<file path="src/rtl/packet_in_fifo.sv">
// First-word-fall-through input FIFO for 64-bit NoC packets at one router input port.
// Define PACKET_IN_FIFO_ERR_FLAGS_EN to add sticky overflow/underflow outputs.
module packet_in_fifo #(
  parameter  int WIDTH  = 64,
  parameter  int DEPTH  = 4,
  localparam int ADDR_W = $clog2(DEPTH)
) (
  input  logic              clk,
  input  logic              reset,
  input  logic              wr_en,
  input  logic [WIDTH-1:0]  wr_data,
  output logic              full,
  input  logic              rd_en,
  output logic [WIDTH-1:0]  rd_data,
  output logic              empty,
  output logic [ADDR_W:0]   count
`ifdef PACKET_IN_FIFO_ERR_FLAGS_EN
  ,
  output logic              overflow,
  output logic              underflow
`endif
);

  localparam logic [ADDR_W:0] FULL_COUNT = (ADDR_W+1)'(DEPTH);

  logic [WIDTH-1:0]  r_mem [DEPTH];
  logic [ADDR_W-1:0] r_wr_ptr;
  logic [ADDR_W-1:0] r_rd_ptr;
  logic [ADDR_W:0]   r_count;
  logic [ADDR_W:0]   w_count_next;
  logic              w_full;
  logic              w_empty;
  logic              w_wr_ok;
  logic              w_rd_ok;

  // Flags decode from the registered count only, so upstream may build
  // wr_en from full combinationally without forming a loop.
  assign w_full  = (r_count == FULL_COUNT);
  assign w_empty = (r_count == '0);
  assign w_wr_ok = wr_en & ~w_full;
  assign w_rd_ok = rd_en & ~w_empty;

  // NOTE: every variable written in always_comb gets a default first, otherwise
  // an uncovered path infers a latch.
  always_comb begin
    w_count_next = r_count;
    unique case ({w_wr_ok, w_rd_ok})
      2'b10:   w_count_next = r_count + 1'b1;
      2'b01:   w_count_next = r_count - 1'b1;
      default: w_count_next = r_count;
    endcase
  end

  // NOTE: sequential state uses non-blocking assignments so every register
  // samples the pre-edge values regardless of statement order.
  always_ff @(posedge clk) begin
    if (reset) begin
      r_wr_ptr <= '0;
      r_rd_ptr <= '0;
      r_count  <= '0;
    end else begin
      if (w_wr_ok) r_wr_ptr <= r_wr_ptr + 1'b1;
      if (w_rd_ok) r_rd_ptr <= r_rd_ptr + 1'b1;
      r_count <= w_count_next;
    end
  end

  // NOTE: the storage array has no reset; pointers and count alone define which
  // entries are live, and a reset-free array maps onto RAM/register-file cells.
  always_ff @(posedge clk) begin
    if (!reset && w_wr_ok) r_mem[r_wr_ptr] <= wr_data;
  end

`ifdef PACKET_IN_FIFO_ERR_FLAGS_EN
  logic r_overflow;
  logic r_underflow;

  // Sticky records of requests that were refused; cleared only by reset.
  always_ff @(posedge clk) begin
    if (reset) begin
      r_overflow  <= 1'b0;
      r_underflow <= 1'b0;
    end else begin
      if (wr_en && w_full)  r_overflow  <= 1'b1;
      if (rd_en && w_empty) r_underflow <= 1'b1;
    end
  end

  assign overflow  = r_overflow;
  assign underflow = r_underflow;
`endif

  assign full    = w_full;
  assign empty   = w_empty;
  assign count   = r_count;
  assign rd_data = w_empty ? '0 : r_mem[r_rd_ptr];

endmodule

</file>
<file path="config.mk">
export PLATFORM = sky130hd
export DESIGN_NAME = packet_in_fifo
export DESIGN_NICKNAME = d
export VERILOG_FILES = /design/src/rtl/packet_in_fifo.sv
export SDC_FILE = /design/constraint.sdc
export NUM_CORES = 1
export LEC_CHECK = 0
export ABC_AREA = 0
export CAP_MARGIN = 25
export CELL_PAD_IN_SITES_DETAIL_PLACEMENT = 0
export CELL_PAD_IN_SITES_GLOBAL_PLACEMENT = 1
export CORE_UTILIZATION = 43
export DETAILED_ROUTE_END_ITERATION = 16
export PLACE_DENSITY = 0.82
export RECOVER_POWER = 50
export SLEW_MARGIN = 20
export SYNTH_ARGS = -nofsm -noshare
export SYNTH_HDL_FRONTEND = slang
export SYNTH_SLANG_ARGS = --single-unit
</file>
<file path="constraint.sdc">
create_clock -name clk -period 7.15 [get_ports clk]
set_input_delay 1.43 -clock clk [delete_from_list [all_inputs] [get_ports clk]]
set_output_delay 1.43 -clock clk [all_outputs]
set_load 0.05 [all_outputs]
</file>
## Yosys cells after proc, flatten, opt, wreduce, memory -nomap -nowiden

Memory sizes are Yosys's and may differ from the RTL's. A register that Yosys moved wholly into a read port is not among the register bits.
Index checks and enable logic that the tools add are counted.

| operators by class | value |
|---|---|
| add/subtract/negate cells | 4 |
| reduce and logical (&&, ||, !) cells | 4 |
| muxes and demuxes | 6 |
| equality and inequality tests | 3 |
| bitwise operators | 4 |

Operators by type and width:

| kind | count |
|---|---|
| $mux W64 | 1 |
| $pmux W3 S2 | 1 |
| $add A2 B1 Y2 const B | 2 |
| $mux W2 | 2 |
| $add A3 B1 Y3 const B | 1 |
| $eq A3 B3 Y1 const B | 1 |
| $logic_not A3 Y1 | 1 |
| $sub A3 B1 Y3 const B | 1 |
| $and A1 B1 Y1 | 2 |
| $eq A2 B1 Y1 const B | 1 |
| $eq A2 B2 Y1 const B | 1 |
| $mux W1 | 2 |
| $not A1 Y1 | 2 |
| $reduce_bool A2 Y1 | 1 |
| $logic_and A1 B1 Y1 | 1 |
| $logic_not A1 Y1 | 1 |

| word-level totals | value |
|---|---|
| input bits | 68 |
| output and inout port bits | 69 |
| memories kept | 1 |
| memory bits (writable) | 256 |
| bits in registers | 7 |
| logic and storage cells | 25 |

Memories:

| name | words | width | read ports | clocked after Yosys merged registers in | write ports | line | RTL |
|---|---|---|---|---|---|---|---|
| r_mem | 4 | 64 | 1 | 1 | 1 | 26 | `logic [WIDTH-1:0] r_mem [DEPTH];` |

## Depth between registers and ports, before layout

| depth | value |
|---|---|
| depth in word-level cells | 6 |
| mapped depth | 9 |
| mapped depth without buffers | 8 |

## Worst setup path before layout

Ideal clock, no wire load.

| path | value |
|---|---|
| kind | input-to-reg |
| start | in reset |
| end | mem r_mem[0][0] (enable) |
| buffers on the path | 1 |
| required time | 6,572 ps |
| slack | 239 ps |
| stages | 2 |
| data arrival time | 6,333 ps |
| library setup time | 578 ps |
| cell sequence | clkbuf_1 -> nor3b_1 |

| on the way | value |
|---|---|
| longest elaborated chain between the ends | 4 |

Ends and longest elaborated chain:

| element | line | RTL |
|---|---|---|
| start, declared | 9 | `input logic reset,` |
| $logic_not A1 Y1 | 71 | `if (!reset && w_wr_ok) r_mem[r_wr_ptr] <= wr_data;` |
| $logic_and A1 B1 Y1 | 71 |  |
| $mux W1 | 71 |  |
| $mux W1 (implied by the code) | 71 |  |
| end, declared | 26 |  |

No other way between the ends.

## Final worst setup path

| path | value |
|---|---|
| start | reg r_count[0], in the netlist count[0] |
| end | out rd_data[41] |

| on the way | value |
|---|---|
| longest elaborated chain between the ends | 2 |

Ends and longest elaborated chain:

| element | line | RTL |
|---|---|---|
| start, declared | 29 | `logic [ADDR_W:0] r_count;` |
| start signal, assigned | 64 | `r_count <= w_count_next;` |
| $logic_not A3 Y1 | 39 | `assign w_empty = (r_count == '0);` |
| $mux W64 | 96 | `assign rd_data = w_empty ? '0 : r_mem[r_rd_ptr];` |
| end, declared | 14 | `output logic [WIDTH-1:0] rd_data,` |

No other way between the ends.

==> impl_results.md <==
* Violated checks: capacitance limit, slew limit
* Setup Viol. Count Final at 0
* CP arrival at 4.21 ns
* Global-route wire length before repair at 29.7 mm
* Setup_tns at 0 ns
* Synth unique cells at 25
* Post-Syn Area at 0.0102 mm²
* Cts-stage hold buffer count at 0
* Multi-input gate area at 0.00213 mm²
* Synth top area cells: edfxtp_1, mux4_2, nor2b_1
* Initial antenna violation count at 1
* Critical path capture point type: primary output
* Layout cell share with drive strength beyond 1 at 18.3%
* Share of synthesized flip-flops with an asynchronous set or reset at 0%
* GRT Total Usage at 16.1%
* Crit path time final at 5.64 ns
* Max FO, Critical Path at 49
* Final Cell Area at 0.0127 mm²
* Syn Area/Cell at 22.2 µm²
* Core Area at 0.0229 mm²
* Dpl hpwl at 11.2 mm
* Mapped Nets at 533
* Clock buffer count from CTS at 27
* RSZ-0062 raised after global routing: false
* First-pass detailed-route iteration total at 4
* P per Cell Area at 397 mW/mm²
* GRT Residual Overflow at 0
* Synth top area share at 75.6%
* CP required at 5.72 ns
* Clk Tree Root Cell: clkbuf_16
* Max Fclk at 177 MHz
* Vias in the first global route at 5305
* Non-filler cells, final at 942
* Starting Density at 44.4%
* Die area at 0.0243 mm²
* Clock latency on the worst-skew pair at 0.52 ns
* Post-DRT Antenna Nets at 0
* Yosys reg bits at 265
* Ports at 137
* Synth Flop Type: edfxtp_1
* P&R area growth vs syn at 25.1%
* CTS HTree Levels at 1
* Worst R2R Start: count[0]
* Sequential cell area at 0.00788 mm²
* Tot Pwr at 0.00505 W
* Syn Inst Count at 459
* CTS resizes at 0
* Final Hold Viols at 0
* Net total in the final layout at 685
* Worst setup SP type: flop
* Placed Instances at 895
* Die W at 156 µm
* Max-slew violation count at 20
* Area leader, netlist: edfxtp_1
* Post-synthesis sequential area ratio at 77.4%
* Post-synth EDFFs at 256
* Final WL at 19.1 mm
* PortBufs at 136
* Setup crit start: count[0]
* Post-synth top cells: edfxtp_1, mux4_2, nor2b_1
* Clock transition at path regs at 0.06 ns
* Dpl cell area at 0.0119 mm²
* Leakage at 4.01 nW
* Routability cong. at 0.715
* Hold_sp: r_rd_ptr[1]
* Synthesis warning total at 0
* Die Y-Extent at 156 µm
* TritonCTS clock tree: built
* Via count at 4891
* Period Utilization, post-route at 78.8%
* Max Cap Viol at 1
* Drt drc at 0
* Largest net degree at the start of global routing at 65
* Max-slew headroom at -39.6%
* Worst-Margin Slew at 2.08 ns
* WL per Instance at 20.3 µm
* Number of clock sinks at 265
* Antenna diode instance count at 0
* Most frequent cell after synthesis: edfxtp_1
* Postcts setup bufs at 0
* Clock Tree Buf Depth at 3
* Hold/Removal Path Class: flop to flop
* Setup CP Type: flop to primary output
* Peak supply drop at 0.000309 V
* Average vias per placed instance at 5.19
* Outcome: complete, but fails checks
* Iteration-0 DRC count of the detailed router at 252
* # fillers at 1748
* Clock Skew at 0.0113 ns
* # rows at 55
metrics by stage:
stage	setup slack [ns]	hold slack (ns)	utilization, %
final	1.51	0.482	55.5
after global routing	1.07	0.534	55.5
after CTS	2.12	0.481	55.7
after floorplan	0.239	0.459	-
after detailed placement	2.68	0.473	51.8
after global placement	2.66	0.460	51.8
flip-flops by register name, summed over array words and instances (netlist names), named ones only:
| register | flops |
|---|---|
| count | 3 |
| r_rd_ptr | 2 |
| r_mem | 256 |
| r_wr_ptr | 2 |
worst paths after layout:
check                              endpoint  slack [ns]  cells after the start
worst min-delay path                   flop        0.48                      2
worst max-delay path            rd_data[41]        1.51                      4
worst min register to register         flop        0.48                      2
worst max register to register         flop        3.96                      4
critical path, stage by stage, from the launching register on:
cell and delay (ns):
dfxtp_1 0.38, nor3_1 1.63, buf_4 0.73, and2b_1 0.25, clkdlybuf4s50_1 0.69
cell families after synthesis:
logic type	count (synthesis)	share of synthesized area, %
AOI/OAI and AO/OA	8	0.418
buffers and inverters	30	1.77
DFF	265	77.4
xor gates and xnor gates	3	0.258
muxes	65	14.3
and+or+nand+nor	82	5.12
adders and majority gates	6	0.812
metal layers:
layer / vias up / global-route usage [%] / wire length [µm]
met5: - / 0 / 11
met4: 2 / 4.39 / 357
met3: 33 / 2.58 / 1060
met2: 163 / 27.4 / 9640
met1: 2542 / 21.6 / 8060
li1: 2151 / - / -
cell type report:
| class | instances | area share [%] |
|---|---|---|
| Tap cell | 313 | 3.08 |
| Clock buffer | 34 | 5.59 |
| Multi-Input combinational cell | 164 | 16.7 |
| Sequential cell | 265 | 61.9 |
| Timing Repair Buffer | 146 | 11.2 |
| Inverter | 7 | 0.206 |
| Clock inverter | 13 | 1.29 |
where the power goes:
part / internal, W / switching [W] / total (W)
logic: 0.000686 / 0.00107 / 0.00176
registers: 0.00179 / 0.000112 / 0.00191
clock network: 0.000843 / 0.000547 / 0.00139
total: 0.00332 / 0.00173 / 0.00505
cells in the final DEF, fill, tap and decap left out:
cell type / count
clkdlybuf4s50_1: 69
o21ai_0: 3
nor3b_1: 2
bufinv_16: 4
nor3_1: 1
xor2_1: 3
nand2_1: 1
buf_4: 8
inv_1: 7
clkinv_2: 5
dlygate4sd3_1: 67
a21oi_1: 4
fa_1: 1
nor2_1: 5
clkinvlp_4: 1
edfxtp_1: 256
ha_1: 5
nor2b_1: 58
clkbuf_16: 27
and2b_1: 6
dfxtp_4: 2
or3_1: 3
nor3b_2: 3
o31ai_1: 1
clkbuf_1: 8
dfxtp_1: 7
clkbuf_8: 1
mux2i_1: 1
mux4_2: 64
nand2b_1: 3
clkinv_1: 3
No activity file was read; power rests on OpenSTA's default activity.
==> edit, RTL diff (config.mk and constraints unchanged) <==
`WIDTH`: 64 -> 56.
--- a/src/rtl/packet_in_fifo.sv
+++ b/src/rtl/packet_in_fifo.sv
@@ -1,7 +1,7 @@
 // First-word-fall-through input FIFO for 64-bit NoC packets at one router input port.
 // Define PACKET_IN_FIFO_ERR_FLAGS_EN to add sticky overflow/underflow outputs.
 module packet_in_fifo #(
-  parameter  int WIDTH  = 64,
+  parameter  int WIDTH  = 56,
   parameter  int DEPTH  = 4,
   localparam int ADDR_W = $clog2(DEPTH)
 ) (
Interface: changed (resized rd_data and wr_data); port bits go from 137 to 121. No check against the original RTL was run, so the function may have changed too.
==> edit against the unedited design <==
- the run still ends with capacitance limit, slew limit left
- sequential cell count decreased by 32
- routed wire length decreased by 13%
- critical path depth unchanged
- worst setup slack improved by 0.87 ns
- final area decreased by 12%
- area after synthesis decreased by 12%
- critical endpoint is now rd_data[25]
- clock skew decreased by 0.0048 ns
- total power decreased by 12%
==> edit: results (changes against the unedited design) <==
[global_route]
met3_usage = 0.0294  ; +0.00354
use_met2 = 0.260  ; -0.0133
grt_pass1_wl_mm = 26.1  ; -12%
antenna_found_initial = 2  ; +1
track_usage = 0.159  ; -0.00230
grt_pass1_vias = 4653  ; -12%

[placement]
placed_cells = 789  ; -12%
io_buffers = 120  ; -12%
hpwl_mm = 9.58  ; -14%
place_area_mm2 = 0.0105  ; -12%

[setup_path]
arrival_ns = 3.34  ; -0.87 ns
crit_family = buffers and inverters
critPathMaxStageDelay_ns = 0.75  ; -0.88 ns

[cells_and_area]
n_all_buffers = 131  ; -10%
multi_input_gates = 148  ; -9.8%
drive_gt1_frac = 0.192  ; +0.00900
seq_share = 0.615  ; -0.00367
final_net_count = 611  ; -11%
multi_input_area_mm2 = 0.00190  ; -11%
area_growth_syn_to_layout_pct = 25.7
largest_register_ffs = 224  ; -13%
n_sequential_cell = 233  ; -12%
buf_share = 0.114  ; +0.00131
clockNetworkAreaShare = 0.0694  ; +0.000553
diodes = 1  ; +1

[synth]
yosysSeqAreaShare = 0.772  ; -0.00107
ys_types = 23  ; -8.0%
yosys-top-cells-count = edfxtp_1 (224), mux4_2 (56), nor2b_1 (56)
ys_top_cells_by_area = edfxtp_1 (75%), mux4_2 (14%), nor2b_1 (3.9%)
synth_edf_count = 224  ; -13%
syn_nets = 474  ; -11%

[power]
p_sw_mw = 1.53  ; -12%
power_leakage_nw = 3.54  ; -12%

[die]
die-area_mm2 = 0.0214  ; -12%

[timing]
slew_viol_final = 26  ; +30%
skew_ns = 0.00649  ; -0.00478 ns
tightest_slew_ns = 1.57  ; -0.505 ns

[drt]
wl_mm = 16.6  ; -13%
detail_route.iter0.violations = 197  ; -22%
via_count = 4281  ; -12%
wl_per_cell_um = 19.9  ; -1.9%

[cts]
clk_latency_ns = 0.50  ; -0.02 ns
numCtsBuffers = 24  ; -11%

[outcome]
run_status = finished, violations left
violations = capacitance limit, slew limit

[run]
cap_violations = 2  ; +1

-- edit: per-layer routing --
metal  vias to the layer above  share of wire
met1                      2199           0.43
met2                       134           0.49
met4                         2          0.017
met3                        31          0.059
met5                         -        0.00066
li1                       1915              -
-- edit: cell families (layout without fill, tap and decap cells) --
logic type	Yosys count	count (layout)	synth area share
buffers and inverters	27	182	0.0167
AO/OA/AOI/OAI	8	8	0.00476
multiplexers	57	57	0.142
AND/OR/NAND/NOR	74	74	0.0518
adder cells (fa/ha/maj)	6	6	0.00924
flip-flops	233	233	0.772
XOR/XNOR	3	3	0.00294
other	0	1	0
-- edit: worst register-to-register path, stage by stage, from the launching register on --
cell and delay, ns:
dfxtp_1 0.50, nor3b_2 0.12, nand2b_1 0.32, nor3b_1 0.31
clkbuf_1 1.18
-- edit: power by group through the flow --
stage          Clock [mW]  Sequential [mW]  Combinational (mW)
2_1_floorplan           0             1.65                1.15
3_3_place_gp            0             1.68                1.59
3_5_place_dp            0             1.68                1.60
4_1_cts              1.22             1.65                1.61
5_1_grt              1.28             1.66                1.66
6_report             1.19             1.65                1.58
-- edit: through the flow --
step	total power, mW	setup slack (ns)
floorplan	2.80	0.842
global placement	3.27	2.81
detailed placement	3.29	2.80
CTS	4.49	2.25
global route	4.61	2.10
finish	4.42	2.38
-- edit: worst paths after layout --
path	endpoint	slack (ns)	cells after the start
hold / removal	flip-flop	0.51	2
setup reg to reg	r_mem[2][32]$_DFFE_PP_	4.32	4
setup / recovery	rd_data[25]	2.38	4
hold reg to reg	flip-flop	0.51	2
